<file path="src/rtl/concat_nseg_rdma_if.sv">
// Read-request command channel: valid/ready handshake carrying {len, base, offset}.
interface concat_nseg_rdma_if #(
  parameter int unsigned BURST_LOG2 = 4
);
  logic                    rd_req_vld;
  logic                    rd_req_rdy;
  logic [BURST_LOG2+63:0]  rd_req_pd;

  modport master (output rd_req_vld, output rd_req_pd, input rd_req_rdy);
  modport slave  (input rd_req_vld, input rd_req_pd, output rd_req_rdy);
endinterface

</file>
<file path="src/rtl/concat_nseg_rdma.sv">
// Multi-segment read DMA command generator: walks channel groups x segments x bursts.
// Optional CONCAT_RDMA_STALL_CNT_EN adds a saturating stall_cnt output.
module concat_nseg_rdma #(
  parameter int unsigned NUM_SEG     = 2,
  parameter int unsigned BURST_LOG2  = 4,
  parameter int unsigned W_W         = 10,
  parameter int unsigned CH_W        = 8,
  parameter int unsigned TOKEN_BYTES = 64
) (
  input  logic                   clk,
  input  logic                   rst,
  input  logic                   start,
  output logic                   busy,
  output logic                   done,
  input  logic [NUM_SEG*32-1:0]  seg_base_addr,
  input  logic [NUM_SEG*26-1:0]  seg_surface_stride,
  input  logic [NUM_SEG*W_W-1:0] seg_w,
  input  logic [CH_W-1:0]        ch_div_tout,
  concat_nseg_rdma_if.master     rd_req
`ifdef CONCAT_RDMA_STALL_CNT_EN
  ,
  output logic [31:0]            stall_cnt
`endif
);

  localparam int unsigned SEG_W      = (NUM_SEG > 1) ? $clog2(NUM_SEG) : 1;
  localparam int unsigned BURST      = 1 << BURST_LOG2;
  localparam logic [31:0] BEAT_BYTES = 32'(BURST * TOKEN_BYTES);

  typedef enum logic [1:0] {IDLE, SCAN, ISSUE, DONE} state_t;

  state_t state_q, state_d;

  logic [31:0]      base_q   [NUM_SEG];
  logic [25:0]      stride_q [NUM_SEG];
  logic [W_W-1:0]   w_q      [NUM_SEG];
  logic [31:0]      ch_off   [NUM_SEG];
  logic [CH_W-1:0]  ch_div_q;
  logic [CH_W-1:0]  ch_cnt;
  logic [SEG_W-1:0] seg;
  logic [W_W-1:0]   rem;
  logic [31:0]      burst_off;

  logic             vld;
  logic             hs;
  logic             last_burst;
  logic             ch_last;
  logic [W_W-1:0]   rem_m1;
  logic [SEG_W-1:0] first_nz;
  logic             any_nz;
  logic [SEG_W-1:0] nxt_seg;
  logic             nxt_ok;

  assign hs         = vld & rd_req.rd_req_rdy;
  assign last_burst = (32'(rem) <= BURST);
  assign rem_m1     = rem - 1'b1;
  assign ch_last    = ((CH_W+1)'(ch_cnt) + 1'b1) >= (CH_W+1)'(ch_div_q);

  // Next-segment lookahead lets a segment boundary hand off without a SCAN bubble.
  always_comb begin
    first_nz = '0;
    any_nz   = 1'b0;
    nxt_seg  = '0;
    nxt_ok   = 1'b0;
    for (int unsigned s = 0; s < NUM_SEG; s++) begin
      if (w_q[s] != '0 && !any_nz) begin
        first_nz = SEG_W'(s);
        any_nz   = 1'b1;
      end
      if (w_q[s] != '0 && s > 32'(seg) && !nxt_ok) begin
        nxt_seg = SEG_W'(s);
        nxt_ok  = 1'b1;
      end
    end
  end

  always_ff @(posedge clk) begin
    if (rst) state_q <= IDLE;
    else     state_q <= state_d;
  end

  always_comb begin
    state_d = state_q;
    busy    = 1'b0;
    done    = 1'b0;
    vld     = 1'b0;
    case (state_q)
      IDLE:  if (start) state_d = SCAN;
      SCAN: begin
        busy    = 1'b1;
        state_d = (any_nz && ch_div_q != '0) ? ISSUE : DONE;
      end
      ISSUE: begin
        busy = 1'b1;
        vld  = 1'b1;
        if (hs && last_burst && !nxt_ok && ch_last) state_d = DONE;
      end
      DONE: begin
        done    = 1'b1;
        state_d = IDLE;
      end
      default: state_d = IDLE;
    endcase
  end

  assign rd_req.rd_req_vld = vld;
  assign rd_req.rd_req_pd  = vld ? {(last_burst ? BURST_LOG2'(rem_m1) : {BURST_LOG2{1'b1}}),
                                    base_q[seg], ch_off[seg] + burst_off} : '0;

  always_ff @(posedge clk) begin
    if (rst) begin
      for (int unsigned s = 0; s < NUM_SEG; s++) begin
        base_q[s]   <= '0;
        stride_q[s] <= '0;
        w_q[s]      <= '0;
        ch_off[s]   <= '0;
      end
      ch_div_q  <= '0;
      ch_cnt    <= '0;
      seg       <= '0;
      rem       <= '0;
      burst_off <= '0;
    end else begin
      case (state_q)
        IDLE: if (start) begin
          for (int unsigned s = 0; s < NUM_SEG; s++) begin
            base_q[s]   <= seg_base_addr[s*32 +: 32];
            stride_q[s] <= seg_surface_stride[s*26 +: 26];
            w_q[s]      <= seg_w[s*W_W +: W_W];
            ch_off[s]   <= '0;
          end
          ch_div_q  <= ch_div_tout;
          ch_cnt    <= '0;
          seg       <= '0;
          rem       <= '0;
          burst_off <= '0;
        end
        SCAN: begin
          seg <= first_nz;
          rem <= w_q[first_nz];
        end
        ISSUE: if (hs) begin
          if (!last_burst) begin
            rem       <= rem - W_W'(BURST);
            burst_off <= burst_off + BEAT_BYTES;
          end else begin
            burst_off <= '0;
            if (nxt_ok) begin
              seg <= nxt_seg;
              rem <= w_q[nxt_seg];
            end else if (!ch_last) begin
              // Each segment's offset accumulator steps by its own stride per group.
              ch_cnt <= ch_cnt + 1'b1;
              for (int unsigned s = 0; s < NUM_SEG; s++)
                ch_off[s] <= ch_off[s] + 32'(stride_q[s]);
              seg <= first_nz;
              rem <= w_q[first_nz];
            end
          end
        end
        default: ;
      endcase
    end
  end

`ifdef CONCAT_RDMA_STALL_CNT_EN
  always_ff @(posedge clk) begin
    if (rst)                                       stall_cnt <= '0;
    else if (state_q == IDLE && start)             stall_cnt <= '0;
    else if (vld && !rd_req.rd_req_rdy && stall_cnt != '1) stall_cnt <= stall_cnt + 1'b1;
  end
`endif

endmodule

</file>
<file path="src/flat_wrapper.sv">
// flat-port wrapper written by rule: the top's interface ports become plain ports
module concat_nseg_rdma_flat 
#(
  parameter int unsigned NUM_SEG     = 2,
  parameter int unsigned BURST_LOG2  = 4,
  parameter int unsigned W_W         = 10,
  parameter int unsigned CH_W        = 8,
  parameter int unsigned TOKEN_BYTES = 64
)
  (clk, rst, start, busy, done, seg_base_addr, seg_surface_stride, seg_w, ch_div_tout, rd_req_rd_req_vld, rd_req_rd_req_pd, rd_req_rd_req_rdy);
  concat_nseg_rdma_if #(.BURST_LOG2(BURST_LOG2)) rd_req_i ();
  input  logic clk;
  input  logic rst;
  input  logic start;
  output logic busy;
  output logic done;
  input  logic [NUM_SEG*32-1:0] seg_base_addr;
  input  logic [NUM_SEG*26-1:0] seg_surface_stride;
  input  logic [NUM_SEG*W_W-1:0] seg_w;
  input  logic [CH_W-1:0] ch_div_tout;
  output wire logic [$bits(rd_req_i.rd_req_vld)-1:0] rd_req_rd_req_vld;
  output wire logic [$bits(rd_req_i.rd_req_pd)-1:0] rd_req_rd_req_pd;
  input wire logic [$bits(rd_req_i.rd_req_rdy)-1:0] rd_req_rd_req_rdy;
  assign rd_req_rd_req_vld = rd_req_i.rd_req_vld;
  assign rd_req_rd_req_pd = rd_req_i.rd_req_pd;
  assign rd_req_i.rd_req_rdy = rd_req_rd_req_rdy;
  concat_nseg_rdma #(.NUM_SEG(NUM_SEG), .BURST_LOG2(BURST_LOG2), .W_W(W_W), .CH_W(CH_W), .TOKEN_BYTES(TOKEN_BYTES)) u_core (.clk(clk), .rst(rst), .start(start), .busy(busy), .done(done), .seg_base_addr(seg_base_addr), .seg_surface_stride(seg_surface_stride), .seg_w(seg_w), .ch_div_tout(ch_div_tout), .rd_req(rd_req_i));
endmodule
</file>
<file path="config.mk">
export PLATFORM = sky130hd
export DESIGN_NAME = concat_nseg_rdma_flat
export DESIGN_NICKNAME = d
export VERILOG_FILES = /design/src/rtl/concat_nseg_rdma_if.sv /design/src/rtl/concat_nseg_rdma.sv /design/src/flat_wrapper.sv
export SDC_FILE = /design/constraint.sdc
export NUM_CORES = 1
export LEC_CHECK = 0
export CORE_MARGIN = 1
export CORE_UTILIZATION = 50
export DETAILED_ROUTE_END_ITERATION = 6
export GPL_TIMING_DRIVEN = 0
export PLACE_DENSITY = 0.77
export SKIP_LAST_GASP = 1
export SLEW_MARGIN = 20
export SYNTH_ARGS = -nofsm -noshare
export SYNTH_HDL_FRONTEND = slang
export SYNTH_SLANG_ARGS = --single-unit
</file>
<file path="constraint.sdc">
create_clock -name clk -period 4.8 [get_ports clk]
set_input_delay 0.96 -clock clk [delete_from_list [all_inputs] [get_ports clk]]
set_output_delay 0.96 -clock clk [all_outputs]
set_load 0.03 [all_outputs]
</file>
### Word-level counts from Yosys, hierarchy flattened

Memories as Yosys holds them, arrays and structs flattened. A register that Yosys moved wholly into a read port is not among the register bits.
Cells that the tools add are included.

* memories: 4
* word-level logic and storage cells: 126
* bits of input ports: 148
* memory bits (writable): 200
* output and inout bits: 71
* register bits after elaboration: 61

Memory list
* u_core.base_q: words 2, bits a word 32, rd ports 1, clocked after Yosys merged registers in 1, write ports 2, line concat_nseg_rdma.sv:34 `logic [31:0] base_q [NUM_SEG];`
* u_core.ch_off: words 2, bits a word 32, rd ports 3, clocked after Yosys merged registers in 1, write ports 2, line concat_nseg_rdma.sv:37 `logic [31:0] ch_off [NUM_SEG];`
* u_core.stride_q: words 2, bits a word 26, rd ports 2, clocked after Yosys merged registers in 0, write ports 2, line concat_nseg_rdma.sv:35 `logic [25:0] stride_q [NUM_SEG];`
* u_core.w_q: words 2, bits a word 10, rd ports 4, clocked after Yosys merged registers in 0, write ports 2, line concat_nseg_rdma.sv:36 `logic [W_W-1:0] w_q [NUM_SEG];`

* bitwise logic cells: 11
* equal/unequal tests: 11
* order comparisons: 3
* add/subtract/negate cells: 8
* mux-type cells: 62
* reductions and logical operators: 21

Operators by type and width (count)
* $mux 32: 9
* $mux 10: 7
* $mux 68: 1
* $add 32x26->32: 2
* $pmux 32 s2: 1
* $mux 26: 2
* $mux 8: 5
* $add 32x11->32 const B: 1
* $add 32x32->32: 1
* $mux 1: 30
* $pmux 10 s3: 1
* $reduce_bool 10->1: 2
* $pmux 8 s2: 1
* $le 10x5->1 const B: 1
* $or 1x1->1: 10
* $sub 10x5->10 const B: 1
* $add 8x1->9 const B: 1
* $ge 9x8->1: 1
* $add 8x1->8 const B: 1
* $pmux 2 s4: 1
* $reduce_bool 8->1: 1
* $logic_and 1x1->1: 6
* $ne 2x1->1 const B: 3
* $ne 2x2->1 const B: 3
* other kinds (20): 24

### Longest topological paths before layout

An unclocked memory read counts as a cell.

* word-level depth: 13
* gate-level depth with buffers: 16
* mapped depth without buffers: 13

### Worst setup path after synthesis

OpenSTA, ideal clock, no wires.

* path kind: register to output
* from: reg with a tool-made name
* to: out rd_req_rd_req_pd[30]
* buffers on the path: 3
* slack: -0.042 ns
* required time: 3.840 ns
* data arrival time: 3.882 ns
* stages on the path, launching flop included: 16
* path through: dfxtp_1 buf_4 clkbuf_1 buf_1 mux2_2 ha_1 o21ai_0 o21ai_0 a211oi_1 a2111oi_1 o21ai_1 o21a_1 o21a_1 o21ai_1 xnor2_1 nor2_1

RTL lines
* to (decl): line flat_wrapper.sv:22 `output wire logic [$bits(rd_req_i.rd_req_pd)-1:0] rd_req_rd_req_pd;`

==> impl_metrics.json <==
{
  "cts_sinks": 252,
  "holdPathStages": 2,
  "ys_seq_area_share_pct": 46.9,
  "area_delta_synth_final_pct": 27.1,
  "critPathMaxFanout": 5,
  "yosysWarnings": 0,
  "timing.hold.ws_ns": 0.516,
  "grt_start_max_net_pins": 89,
  "rows": 63,
  "dp.final_hpwl_um": 29700,
  "cp-end-kind": "output port",
  "worst_slew_pin_slew_ns": 0.963,
  "power_frac_comb_pct": 36.3,
  "synth-seq-cells": 252,
  "drt-initial-drc-count": 940,
  "stdcell_area_um2": 19100,
  "clockRootBuffer": "clkbuf_16",
  "synthCells": 1466,
  "ant_nets": 0,
  "async_flop_share_pct": 0,
  "synth.largest_area_cell": "edfxtp_1",
  "hold_path_class": "reg2reg",
  "track_usage_pct": 26.1,
  "grt_pass1_vias": 11900,
  "synth_edf_count": 200,
  "dieArea_um2": 30800,
  "p_int_mw": 5.59,
  "clock_latency_ns": 0.55,
  "start_kind": "register",
  "antenna_cells": 0,
  "cap_violations": 0,
  "maxSlewHeadroom_pct": 35.6,
  "ys.flop_type": "edfxtp_1",
  "fin_nets": 1965,
  "cts.path.max_buffers": 3,
  "overflow": 0,
  "routed-via-count": 12200,
  "path_clk_slew_ns": 0.06,
  "slew_violations": 0,
  "cp.required_ns": 3.84,
  "rsz0062_at_grt": "true",
  "p_switching_mw": 3.07,
  "gp_congestion": 0.930,
  "power_density_nw_per_um2": 454,
  "wl_um": 40600,
  "ys_types": 81,
  "synth_nets": 1707,
  "die-height_um": 175,
  "yosysMostFrequentCell": "edfxtp_1",
  "firstDrtPassIters": 5,
  "min_from": "u_core.rem[7]$_SDFFE_PP0P_",
  "crit_type": "reg2out",
  "cp_slowest_cell": "a211oi_4",
  "yosys-top-cells-area": "edfxtp_1, ha_1, dfxtp_1, and2_1, nor2_1",
  "portBuffers": 217,
  "r2r-start": "u_core.ch_cnt[2]$_SDFFE_PP0P_",
  "reg2reg_slack_ns": 0.35,
  "drc": 0,
  "max_stage_delay_ns": 0.39,
  "viasPerCell": 5.70,
  "setup_ws_ns": -0.0111,
  "dp_slack_ns": -1.49,
  "finClkSkew_ns": 0.0112,
  "p_clk_share_pct": 27.5,
  "drive_above_1_share_pct": 8.48,
  "hold_buffers": 0,
  "cts_tree": "done",
  "start_util_pct": 50.7,
  "r2r_cells": 13,
  "numCtsBuffers": 28,
  "syn-cell-area_um2": 15000,
  "synth_common_cells": "edfxtp_1, nor2_1, and2_1, ha_1, a21oi_1",
  "fmax_ghz": 0.208,
  "cp.arrival_ns": 3.85,
  "switching_share_pct": 35.5,
  "timing.rr.end": "u_core.ch_off[1][6]$_SDFFCE_PN0P_",
  "min_delay_worst_endpoint": "u_core.rem[7]$_SDFFE_PP0P_",
  "design.portCount": 219,
  "postPlaceCellArea_um2": 17800,
  "finalCriticalPeriod_ns": 4.81,
  "seq_power_share_pct": 36.1,
  "violations": "negative setup slack",
  "finalHoldViolCount": 0,
  "min_period_over_period_pct": 100,
  "core_area_um2": 29600,
  "grt_pass1_wl_um": 63300,
  "ir_drop_mv": 0.257,
  "leakagePower_nw": 7.34,
  "path_cells": "buf_12, buf_12, mux2_4, ha_4, a211oi_4, o21ai_4, a211oi_2, a2111oi_2, o21ai_1, o21a_1, o21a_1, o21ai_2, xnor2_2, nor2_2, buf_6",
  "fp.dieW_um": 175,
  "avgSynthCellArea_um2": 10.3,
  "synth.top_cell.area_share_pct": 39.9,
  "setup-violations-final": 1,
  "fill_cells": 2330,
  "antenna_found_initial": 1,
  "h-tree-depth": 1,
  "routedWlPerCell_um": 19.0,
  "status": "finished, violations left"
}
-- worst max-delay path, delay by kind of cell (launching register included) --
| kind | cells | cell delay, ns |
|---|---|---|
| flops | 1 | 0.36 |
| fa+ha+maj | 1 | 0.26 |
| compound gates | 8 | 1.68 |
| xor+xnor | 1 | 0.15 |
| buf+inv | 3 | 0.42 |
| mux | 1 | 0.31 |
| simple gates | 1 | 0.12 |
-- worst max path at each step --
stage          startpoint                    to  slack, ns  cells past startpoint
2_1_floorplan    register  rd_req_rd_req_pd[24]      0.007                     14
3_3_place_gp     register  rd_req_rd_req_pd[30]      -1.35                     16
3_5_place_dp     register  rd_req_rd_req_pd[30]      -1.49                     16
4_1_cts          register  rd_req_rd_req_pd[28]      -0.09                     14
5_1_grt          register  rd_req_rd_req_pd[30]      -0.16                     15
6_report         register  rd_req_rd_req_pd[30]      -0.01                     15
-- state kept, by name (all words and copies together), names as in the netlist, named ones only --
name              flops
u_core.base_q        64
u_core.burst_off     22
u_core.ch_cnt         8
u_core.ch_div_q       8
u_core.ch_off        64
u_core.rem           10
u_core.seg            1
u_core.state_q        2
u_core.stride_q      52
u_core.w_q           20
-- cell type report --
class	count	area (um2)	share of cell area [%]
multi-input cells	1118	7830	41.0
plain buffers	53	246	1.29
repair buffers	230	2310	12.1
flip-flops and latches	252	7050	36.9
well taps	390	488	2.55
clock inverters	21	282	1.47
inverters	41	161	0.845
clock buffers	31	733	3.84
-- layout by cell type, fill, tap and decap left out, drive strengths merged, types with 7 or more instances in the layout --
cell type      instances
a211oi                20
a21o                  39
a21oi                 88
a311oi                10
a31oi                 10
and2                 146
and3                  13
buf                   28
bufinv                 7
clkbuf                74
clkdlybuf4s50        207
clkinv                12
dfxtp                 52
edfxtp               200
ha                    91
inv                   41
mux2                  20
mux2i                 47
nand2                 70
nand2b                12
nand3                 31
nand3b                 7
nand4                 16
nor2                 175
nor2b                 13
nor3                  31
nor4                   7
o21a                  14
o21ai                 72
o21bai                 7
or2                    7
or3                    9
xnor2                 46
xor2                  45
-- metal layers --
layer,share of wire (%),global-route usage (%)
met5,0,0
met4,3.1,8.48
met3,7.8,5.48
met2,47,43.5
met1,42,33.7
-- cells by family after synthesis --
family | Yosys count | synth area share, %
other cells | 1 | 0.0249
xor+xnor | 91 | 5.30
fa+ha+maj | 93 | 7.84
simple gates | 552 | 18.8
mux | 67 | 4.63
flops | 252 | 46.9
compound gates | 314 | 13.9
buf+inv | 96 | 2.60
-- repair_timing --
action	CTS	global route
cloned	0	1
setup endpoints to repair	21	51
pin swaps	3	15
setup buffers	5	5
resized for setup	58	33
-- metrics by stage --
stage          utilization [%]  total power, mW  setup TNS, ns  cells
2_1_floorplan                -             5.20              0   1466
3_3_place_gp              59.7             6.15        -261.36   2073
3_5_place_dp              59.9             6.21         -17.44   2075
4_1_cts                   63.8             8.62         -0.163   2131
5_1_grt                   64.5             9.08         -0.495   2136
6_report                  64.5             8.67        -0.0111   2136
-- power by group through the flow --
stage | sequential (mW) | combinational, mW | clock (mW)
2_1_floorplan | 3.10 | 2.10 | 0
3_3_place_gp | 3.20 | 2.95 | 0
3_5_place_dp | 3.17 | 3.04 | 0
4_1_cts | 3.13 | 3.08 | 2.40
5_1_grt | 3.17 | 3.42 | 2.49
6_report | 3.13 | 3.15 | 2.39
Power figures use the tool's default switching activity.
==> edit, RTL diff (same flow settings) <==
Encoding of `state_t`: now Gray code (2 bits for 4 states).
--- a/src/rtl/concat_nseg_rdma.sv
+++ b/src/rtl/concat_nseg_rdma.sv
@@ -27,7 +27,7 @@
   localparam int unsigned BURST      = 1 << BURST_LOG2;
   localparam logic [31:0] BEAT_BYTES = 32'(BURST * TOKEN_BYTES);
 
-  typedef enum logic [1:0] {IDLE, SCAN, ISSUE, DONE} state_t;
+  typedef enum logic [1:0] {IDLE = 2'b00, SCAN = 2'b01, ISSUE = 2'b11, DONE = 2'b10} state_t;
 
   state_t state_q, state_d;
 
Behaviour: same outputs for any inputs over 4 cycles, from zero or initial values and one cycle with rst high; so few cycles prove little.
==> edit against the original RTL <==
- the run ends with DRC left
- cell area shrank 1.7%
- area after synthesis shrank 0.34%
- routed wire length shrank 5.0%
- sequential cell count is the same
- setup slack gained 0.15 ns
- critical endpoint is now rd_req_rd_req_pd[19]
Power is not compared: it rests on default switching activity, and its combinational part moved more than twofold at a synthesized area within 25%.
==> edit: results (changes against the original RTL) <==
The fraction of final layout cells with drive strength greater than 1 was 0.0802 (-0.00456); the number of nets at the end of the flow was 1950 (-0.76%). Routing usage on met2: 0.433 (-0.00215). The run gives 0.0411 (-0.0136) as the met3 capacity usage during global routing. The tools report the cell area reported after detailed placement as 0.0177 mm2 (-0.22%). The flow ran to the end, but the final reports show violations. The run gives 0.57 ns (+0.02 ns) as the source-to-sink clock delay at the later pin of the worst-skew pair.

The routed wirelength normalized by instance count is 18.2 um (-4.4%). The number of antenna violations at the first check in global routing is 0 (-1). The commonest cells after synthesis are 200 x edfxtp_1, 167 x nor2_1, 146 x and2_1. The setup fix buffers added after clock tree synthesis was 1 (-4); the post-synthesis sequential area ratio was 0.470 (+0.00160). The final worst setup slack is 0.141 ns (+0.152 ns).

In this run the critical register-to-register path is launched from u_core.ch_cnt[0]$_SDFFE_PP0P_. The number of buffers other than clock buffers in the final layout was 276 (-2.5%); the register-to-register path setup slack was 0.93 ns (+0.58 ns). For the placed instance count, the log shows 2069 (-0.29%). The tools report the total of clock buffers placed in the layout as 30 (-3.2%). The critical hold path startpoint is u_core.ch_div_q[7]$_SDFFE_PP0P_. The clock tree cell share of total cell area was 0.0484 (-0.00467). The capture instance of the worst register-to-register path is u_core.ch_off[0][17]$_SDFFCE_PN0P_.

The checks that failed: DRC. By area the synthesized netlist is led by edfxtp_1 40%, ha_1 7.3%, dfxtp_1 6.9%, and2_1 6.1%, nor2_1 4.2%. The last weighted congestion value of the routability-driven placer came out at 0.918 (-1.3%). The tools report the via count of the first global-routing pass as 11600 (-2.7%). For this design, the slowest cell found on the critical path is clkdlybuf4s50_1. The worst slack on hold paths is 0.484 ns (-0.0320 ns).

The largest delay contributor family on the critical path was buffers and inverters. For hold timing, the worst endpoint is u_core.ch_div_q[7]$_SDFFE_PP0P_. The number of iterations in the first detailed-routing pass is 7 (+2), and the DRC violation count after routing is 6 (+6).

The fraction of standard cell area that is sequential is 0.375 (+0.00631). The global-route track usage on met1 is 0.321 (-0.0166), and the depth of the worst register-to-register path is 12 (-1). Maximum fanout encountered on the critical timing path: 10 (+5).
==> edit: changes by cell type in the layout (fill, tap and decap cells not counted), sizes merged, moves of 6 or more <==
cell / before / now
buf: 28 / 34
xor2: 45 / 52
o21ai: 72 / 58
nand3: 31 / 21
nand2: 70 / 90
a21o: 39 / 32
a21oi: 88 / 99
nand2b: 12 / 21
clkbuf: 74 / 59
o211ai: 5 / 11
nor3b: 3 / 9
a311oi: 10 / 2
and3: 13 / 19
nor2: 175 / 169
==> edit: kinds of logic after synthesis <==
logic type                 after synthesis  synth area share
and+or+nand+nor                        563             0.194
other                                    1          0.000250
adders and majority gates               89            0.0753
buffers and inverters                   93            0.0247
DFF                                    252             0.470
AOI/OAI and AO/OA                      302             0.134
muxes                                   65            0.0452
xor gates and xnor gates                94            0.0554
==> edit: routing by layer <==
layer,vias up,part of all wire,routed length (um)
li1,5779,-,-
met1,5534,0.44,16800
met2,378,0.48,18600
met3,52,0.058,2240
met4,0,0.024,931
met5,-,0,0
